**config.mk**
```make
export PLATFORM = sky130hd
export DESIGN_NAME = eth_rx_uart_bridge
export DESIGN_NICKNAME = d
export VERILOG_FILES = /design/src/rtl/eth_rx_uart_bridge.sv
export SDC_FILE = /design/constraint.sdc
export NUM_CORES = 1
export LEC_CHECK = 0
export CAP_MARGIN = 20
export CORE_MARGIN = 1.5
export CORE_UTILIZATION = 58
export CTS_BUF_LIST = sky130_fd_sc_hd__clkbuf_4
export CTS_CLUSTER_DIAMETER = 50
export DETAILED_ROUTE_END_ITERATION = 6
export PLACE_DENSITY = 0.93
export SYNTH_ARGS = -nofsm -noshare
export SYNTH_HDL_FRONTEND = slang
export SYNTH_SLANG_ARGS = --single-unit
```
**constraint.sdc**
```tcl
create_clock -name clk -period 2.7 [get_ports clk]
set_input_delay 0.54 -clock clk [delete_from_list [all_inputs] [get_ports clk]]
set_output_delay 0.54 -clock clk [all_outputs]
set_load 0.02 [all_outputs]
```
**src/rtl/eth_rx_uart_bridge.sv**
```systemverilog
// eth_rx_uart_bridge: drains a received frame from the RX buffer RAM
// and streams it out as UART 8N1, high byte of each word first.
module eth_rx_uart_bridge #(
    parameter int CLK_FREQ       = 100,
    parameter int BAUD           = 115200,
    parameter int BUF_ADDR_WIDTH = 9
) (
    input  logic                      clk,
    input  logic                      rst_n,
    input  logic                      rx_done,
    input  logic [BUF_ADDR_WIDTH:0]   rx_len,
    output logic [BUF_ADDR_WIDTH-1:0] buf_rdaddress,
    input  logic [15:0]               buf_q,
    output logic                      uart_txd,
    output logic                      busy,
    output logic                      done,
    output logic                      overrun
);

    localparam int W   = BUF_ADDR_WIDTH;
    localparam int DIV = (CLK_FREQ * 1_000_000 + BAUD / 2) / BAUD;
    localparam int DW  = $clog2(DIV + 1);

    localparam logic [DW-1:0] DIV_LAST = DW'(DIV - 1);
    localparam logic [W:0]    MAX_LEN  = {1'b1, {W{1'b0}}};
    localparam logic [W:0]    ONE      = (W+1)'(1);

    typedef enum logic [1:0] {
        IDLE,
        FETCH,
        WAIT,
        SHIFT
    } state_t;

    state_t state, state_nxt;

    logic [DW-1:0] div_cnt;
    logic [3:0]    bit_idx;
    logic          lo_byte;
    logic [W:0]    rem;
    logic [15:0]   word_q;
    logic [15:0]   hold_q;
    logic [7:0]    sh;
    logic [1:0]    pf;

    logic accept;
    logic drop;
    logic bit_end;
    logic byte_end;
    logic last_end;

    assign busy     = (state != IDLE);
    assign accept   = rx_done && (state == IDLE) && !done && (rx_len != '0);
    assign drop     = rx_done && ((state != IDLE) || done);
    assign bit_end  = (state == SHIFT) && (div_cnt == DIV_LAST);
    assign byte_end = bit_end && (bit_idx == 4'd9);
    assign last_end = byte_end && lo_byte && (rem == ONE);

    always_ff @(posedge clk or negedge rst_n) begin
        if (!rst_n) state <= IDLE;
        else        state <= state_nxt;
    end

    always_comb begin
        state_nxt = state;
        unique case (state)
            IDLE:    if (accept) state_nxt = FETCH;
            FETCH:   state_nxt = WAIT;
            WAIT:    state_nxt = SHIFT;
            SHIFT:   if (last_end) state_nxt = IDLE;
            default: state_nxt = IDLE;
        endcase
    end

    always_ff @(posedge clk or negedge rst_n) begin
        if (!rst_n) begin
            buf_rdaddress <= '0;
            uart_txd      <= 1'b1;
            done          <= 1'b0;
            overrun       <= 1'b0;
            div_cnt       <= '0;
            bit_idx       <= '0;
            lo_byte       <= 1'b0;
            rem           <= '0;
            word_q        <= '0;
            hold_q        <= '0;
            sh            <= '0;
            pf            <= '0;
        end else begin
            done <= last_end;
            pf   <= {pf[0], 1'b0};
            // next word lands two edges after its address was issued
            if (pf[1]) hold_q <= buf_q;
            if (drop) overrun <= 1'b1;
            if (accept) begin
                overrun       <= 1'b0;
                buf_rdaddress <= '0;
                rem           <= (rx_len > MAX_LEN) ? MAX_LEN : rx_len;
            end
            if (state == WAIT) begin
                word_q   <= buf_q;
                sh       <= buf_q[15:8];
                uart_txd <= 1'b0;
                bit_idx  <= '0;
                div_cnt  <= '0;
                lo_byte  <= 1'b0;
            end
            if (state == SHIFT) begin
                if (!bit_end) begin
                    div_cnt <= div_cnt + 1'b1;
                end else begin
                    div_cnt <= '0;
                    if (bit_idx < 4'd8) begin
                        uart_txd <= sh[0];
                        sh       <= {1'b0, sh[7:1]};
                        bit_idx  <= bit_idx + 1'b1;
                    end else if (bit_idx == 4'd8) begin
                        uart_txd <= 1'b1;
                        bit_idx  <= 4'd9;
                    end else if (!lo_byte) begin
                        sh       <= word_q[7:0];
                        uart_txd <= 1'b0;
                        bit_idx  <= '0;
                        lo_byte  <= 1'b1;
                        if (rem > ONE) begin
                            buf_rdaddress <= buf_rdaddress + 1'b1;
                            pf[0]         <= 1'b1;
                        end
                    end else if (!last_end) begin
                        word_q   <= hold_q;
                        sh       <= hold_q[15:8];
                        uart_txd <= 1'b0;
                        bit_idx  <= '0;
                        lo_byte  <= 1'b0;
                        rem      <= rem - ONE;
                    end
                end
            end
        end
    end

endmodule

```
=== Yosys cells after proc, flatten, opt, wreduce, memory -nomap -nowiden ===
Cells that the tools add are included.

* Flip-flop bits (word level): 81
* Input port bits: 29
* Output and inout bits: 13
* Word-level logic and storage cells: 109

* Add/sub/neg operators: 4
* $lt $le $gt $ge: 3
* Equal/unequal tests: 9
* Muxes and demuxes: 64
* Reductions and logical operators: 16

{| class="wikitable"
|+ Operators with widths
! operator !! count
|-
| $mux 16 || 7
|-
| $mux 10 || 11
|-
| $mux 9 || 7
|-
| $mux 8 || 7
|-
| $mux 4 || 7
|-
| $mux 1 || 22
|-
| $add 10x1->10 const B || 1
|-
| $eq 10x1->1 const B || 1
|-
| $eq 10x10->1 const B || 1
|-
| $gt 10x1->1 const B || 1
|-
| $gt 10x10->1 const B || 1
|-
| $reduce_bool 10->1 || 1
|-
| $sub 10x1->10 const B || 1
|-
| $add 9x1->9 const B || 1
|-
| $eq 4x4->1 const B || 2
|-
| $logic_and 1x1->1 || 8
|-
| $pmux 2 s4 || 1
|-
| $reduce_bool 2->1 || 3
|-
| $add 4x1->4 const B || 1
|-
| $eq 2x2->1 const B || 2
|-
| $lt 4x4->1 const B || 1
|-
| $mux 2 || 2
|-
| $ne 2x2->1 const B || 2
|-
| $eq 2x1->1 const B || 1
|-
| other kinds (4) || 4
|}

=== Depth between registers and ports, before layout ===
* Word-level depth: 11
* Depth in mapped cells: 9
* Depth with buffers taken out: 7

=== Least setup slack after synthesis ===
OpenSTA, ideal clock, no wires.

* Kind: register -> register
* Start: register rem[4]
* End: register state[1]
* Library setup time: 0.125 ns
* Arrival time: 2.118 ns
* Data required time: 2.575 ns
* Slack: 0.457 ns
* Stages on the path, launching flop included: 7
* Path buffers: 1
* Period minus slack after synthesis: 2.243 ns
* Cells stage by stage: dfrtp_1 -> or4_4 -> or4_1 -> buf_4 -> o21ai_2 -> o21ai_1 -> mux2_4

* Longest elaborated chain between the ends: 4

{| class="wikitable"
|+ Ends and longest elaborated chain
! what !! line !! RTL
|-
| from (decl) || 40 || <nowiki>logic [W:0] rem;</nowiki>
|-
| from (signal assigned) || 98 || <nowiki>rem <= (rx_len > MAX_LEN) ? MAX_LEN : rx_len;</nowiki>
|-
| from (signal assigned) || 135 || <nowiki>rem <= rem - ONE;</nowiki>
|-
| $eq 10x1->1 || 57 || <nowiki>assign last_end = byte_end && lo_byte && (rem == ONE);</nowiki>
|-
| $logic_and 1x1->1 || 57 ||
|-
| $ne 2x2->1 (no source line) || -- ||
|-
| $reduce_and 2->1 (no source line) || -- ||
|-
| to (signal assigned) || 61 || <nowiki>else state <= state_nxt;</nowiki>
|-
| to (decl) || 35 || <nowiki>state_t state, state_nxt;</nowiki>
|}

No other way between the ends.
A chain may end at the register's enable or synchronous reset.

=== Worst setup path after layout ===
* Start: register rem[3]
* End: register word_q[6]

* Longest elaborated chain between the ends: 8

{| class="wikitable"
|+ Ends and longest elaborated chain
! what !! line !! RTL
|-
| $eq 10x1->1 || 57 ||
|-
| $logic_and 1x1->1 || 57 ||
|-
| $mux 16 || 129 || <nowiki>end else if (!last_end) begin</nowiki>
|-
| $mux 16 || 120 || <nowiki>end else if (!lo_byte) begin</nowiki>
|-
| $mux 16 || 117 || <nowiki>end else if (bit_idx == 4'd8) begin</nowiki>
|-
| $mux 16 || 113 || <nowiki>if (bit_idx < 4'd8) begin</nowiki>
|-
| $mux 16 || 109 || <nowiki>if (!bit_end) begin</nowiki>
|-
| $mux 16 || 108 || <nowiki>if (state == SHIFT) begin</nowiki>
|-
| to (signal assigned) || 101 || <nowiki>word_q <= buf_q;</nowiki>
|-
| to (signal assigned) || 130 || <nowiki>word_q <= hold_q;</nowiki>
|-
| to (decl) || 41 || <nowiki>logic [15:0] word_q;</nowiki>
|}

No other way between the ends.

==> metrics <==
H-tree Lvls 3; Die X 85.8 µm; outcome finished, final reports clean; sequential cell area fraction in the yosys report 0.460; Synth Warn # 0; largest net degree at the start of global routing 74; CP arrival 2920 ps; GRT Overall Usage 0.268; CTS root buf clkbuf_4; first-pass GRT wire length 15,400 µm; Slew headroom 0.482; Die ar. 7360 µm²; CTS tree built; predominant post-synthesis flop cell dfrtp_1; clock buffer depth 2; Syn Nets 444; final slew viol count 0; vias in the first global route roughly 3,300; clock skew between 20 and 25 ps; most common cell after layout, fill and taps aside dfrtp_1; Util after Layout 0.717; Post-synth EDFFs 0; Worst-Margin Slew a little under 800 ps; leakage power total 2.03 nW; Synth Cell Area roughly 4000 µm²; most frequent cells in the layout dfrtp_1 (72), clkdlybuf4s50_1 (40), nor2_1 (38), nand2_1 (25), o21ai_0 (25); 1st-iter DRT viols 407; Avg Cell Area, Syn between 9 and 10 µm²; Port Buf Inserts 41; RSZ-0062 raised after global routing false; Hold Fails Final Rpt 0; distinct cell type count after synthesis 61; Power, Total 2.01 mW; Inserted Clock Buffers 9; worst endpoint required time 3050 ps; grt total ovfl 0; # diodes 0; share of synthesized registers carrying an async set or reset 1.00; Mapped Cells slightly above 400; CP Class register to register; Tmin final 2570 ps; worst-skew pair later-pin latency 430 ps; vias per inst 6.39; num rows 29; placed cell area about 4500 µm²; register bit count reported by yosys between 70 and 80; Max-Cap Viols 0; layout cells sized above 1 0.134; post-CTS setup buffers 0; crit end category register; pwr/cell area 432 nW/µm²; total number of vias 3,392; I/O pin count 42; Area Growth Syn to Fin 17.1%; worst hold path class input port to asynchronous set/reset pin; setup TNS 0 ps; routed len/inst between 15 and 20 µm; Remaining DRCs 0; core area 6490 µm²; fin area 4660 µm²; nets 489; Placer Congestion 0.952; DR pass1 iterations 6; clk slew on worst S/H paths 140 ps; final count of negative-setup-slack endpoints 0; Initial Util 0.612; ANT nets after route 0; Die H 85.8 µm; post-DP HPWL between 6000 and 7000 µm; # resized after CTS 0; routed wire length 9000 µm; Fmax 389 MHz; Crit Path Max Fanout 16; worst hold margin 107 ps; kind of start point of the critical path register; Final Cycle Share 0.951; Max IR drop VDD 0.311 mV; antenna violations before repair 0; post-cts hold buffer count 0; # clock sinks 73
sequential cells by signal (all words and copies together) (netlist names):
name and count:
div_cnt 10, hold_q 16, buf_rdaddress 9, done 1, sh 8, word_q 8, bit_idx 4, uart_txd 1
state 2, rem 10, overrun 1, pf 2, lo_byte 1
Yosys cell counts (3+ instances only):
cell / count / area (µm²)
a21o_1: 4 / 30.0
a21oi_1: 23 / 115
a31oi_1: 15 / 93.8
and3_1: 5 / 31.3
buf_1: 3 / 11.3
clkbuf_1: 11 / 41.3
dfrtp_1: 72 / 1800
ha_1: 11 / 138
inv_1: 15 / 56.3
mux2_2: 16 / 180
mux2i_1: 19 / 190
nand2_1: 25 / 93.8
nand2b_1: 9 / 56.3
nand3_1: 14 / 70.1
nand3b_1: 10 / 75.1
nand4_1: 8 / 50.1
nor2_1: 38 / 143
nor2b_1: 3 / 18.8
nor3_1: 6 / 30.0
nor3b_1: 4 / 30.0
nor4_1: 5 / 31.3
o21ai_0: 25 / 125
o221a_2: 3 / 33.8
o22ai_1: 9 / 56.3
o31ai_1: 3 / 22.5
power by group:
group | internal (mW) | switching, mW | total (mW)
registers | 1.11 | 0.00759 | 1.11
clock network | 0.389 | 0.404 | 0.794
logic | 0.0556 | 0.0502 | 0.106
cell type report:
class	instances	area (µm²)
flip-flops and latches	73	1830
well taps	77	96.3
multi-input cells	297	2000
inverters	15	56.3
repair buffers	53	508
clock inverters	6	90.1
clock buffers	10	75.1
fillers	450	1840
metal layers:
metal / global-route usage / part of all wire / vias to the layer above
li1: - / - / 1587
met1: 0.355 / 0.43 / 1641
met2: 0.439 / 0.49 / 138
met3: 0.0385 / 0.055 / 26
met4: 0.126 / 0.029 / 0
met5: 0 / 0 / -
path summary, 6_finish.rpt:
kind / startpoint / endpoint / slack (ps) / depth (start not counted)
hold / removal: rst_n / div_cnt[4] / 110 / 2
min in group clk: pf[0] / pf[1] / 380 / 0
setup / recovery: rem[3] / word_q[6] / 130 / 6
max in group asynchronous: rst_n / uart_txd / 2250 / 2
setup reg to reg: rem[3] / word_q[6] / 130 / 6
hold reg to reg: pf[0] / pf[1] / 380 / 0
critical path, cell delays in order (launching register included):
cell,delay (ps)
dfrtp_1,490
or4_4,530
or4_1,720
nand3_2,270
buf_4,260
nor2_1,70
a21oi_1,140
per-stage QoR:
stage / setup WS [ps] / cells
4_1_cts: 148 / 531
6_report: 131 / 531
2_1_floorplan: 457 / 404
3_5_place_dp: 221 / 515
3_3_place_gp: 290 / 515
5_1_grt: 5.16 / 531
logic make-up after synthesis:
kind of cell | Yosys count | synth area share
compound gates | 104 | 0.169
xor+xnor | 4 | 0.00881
fa+ha+maj | 11 | 0.0346
buf+inv | 34 | 0.0381
flops | 73 | 0.460
mux | 36 | 0.0969
simple gates | 142 | 0.193
Power figures use the tool's default switching activity.
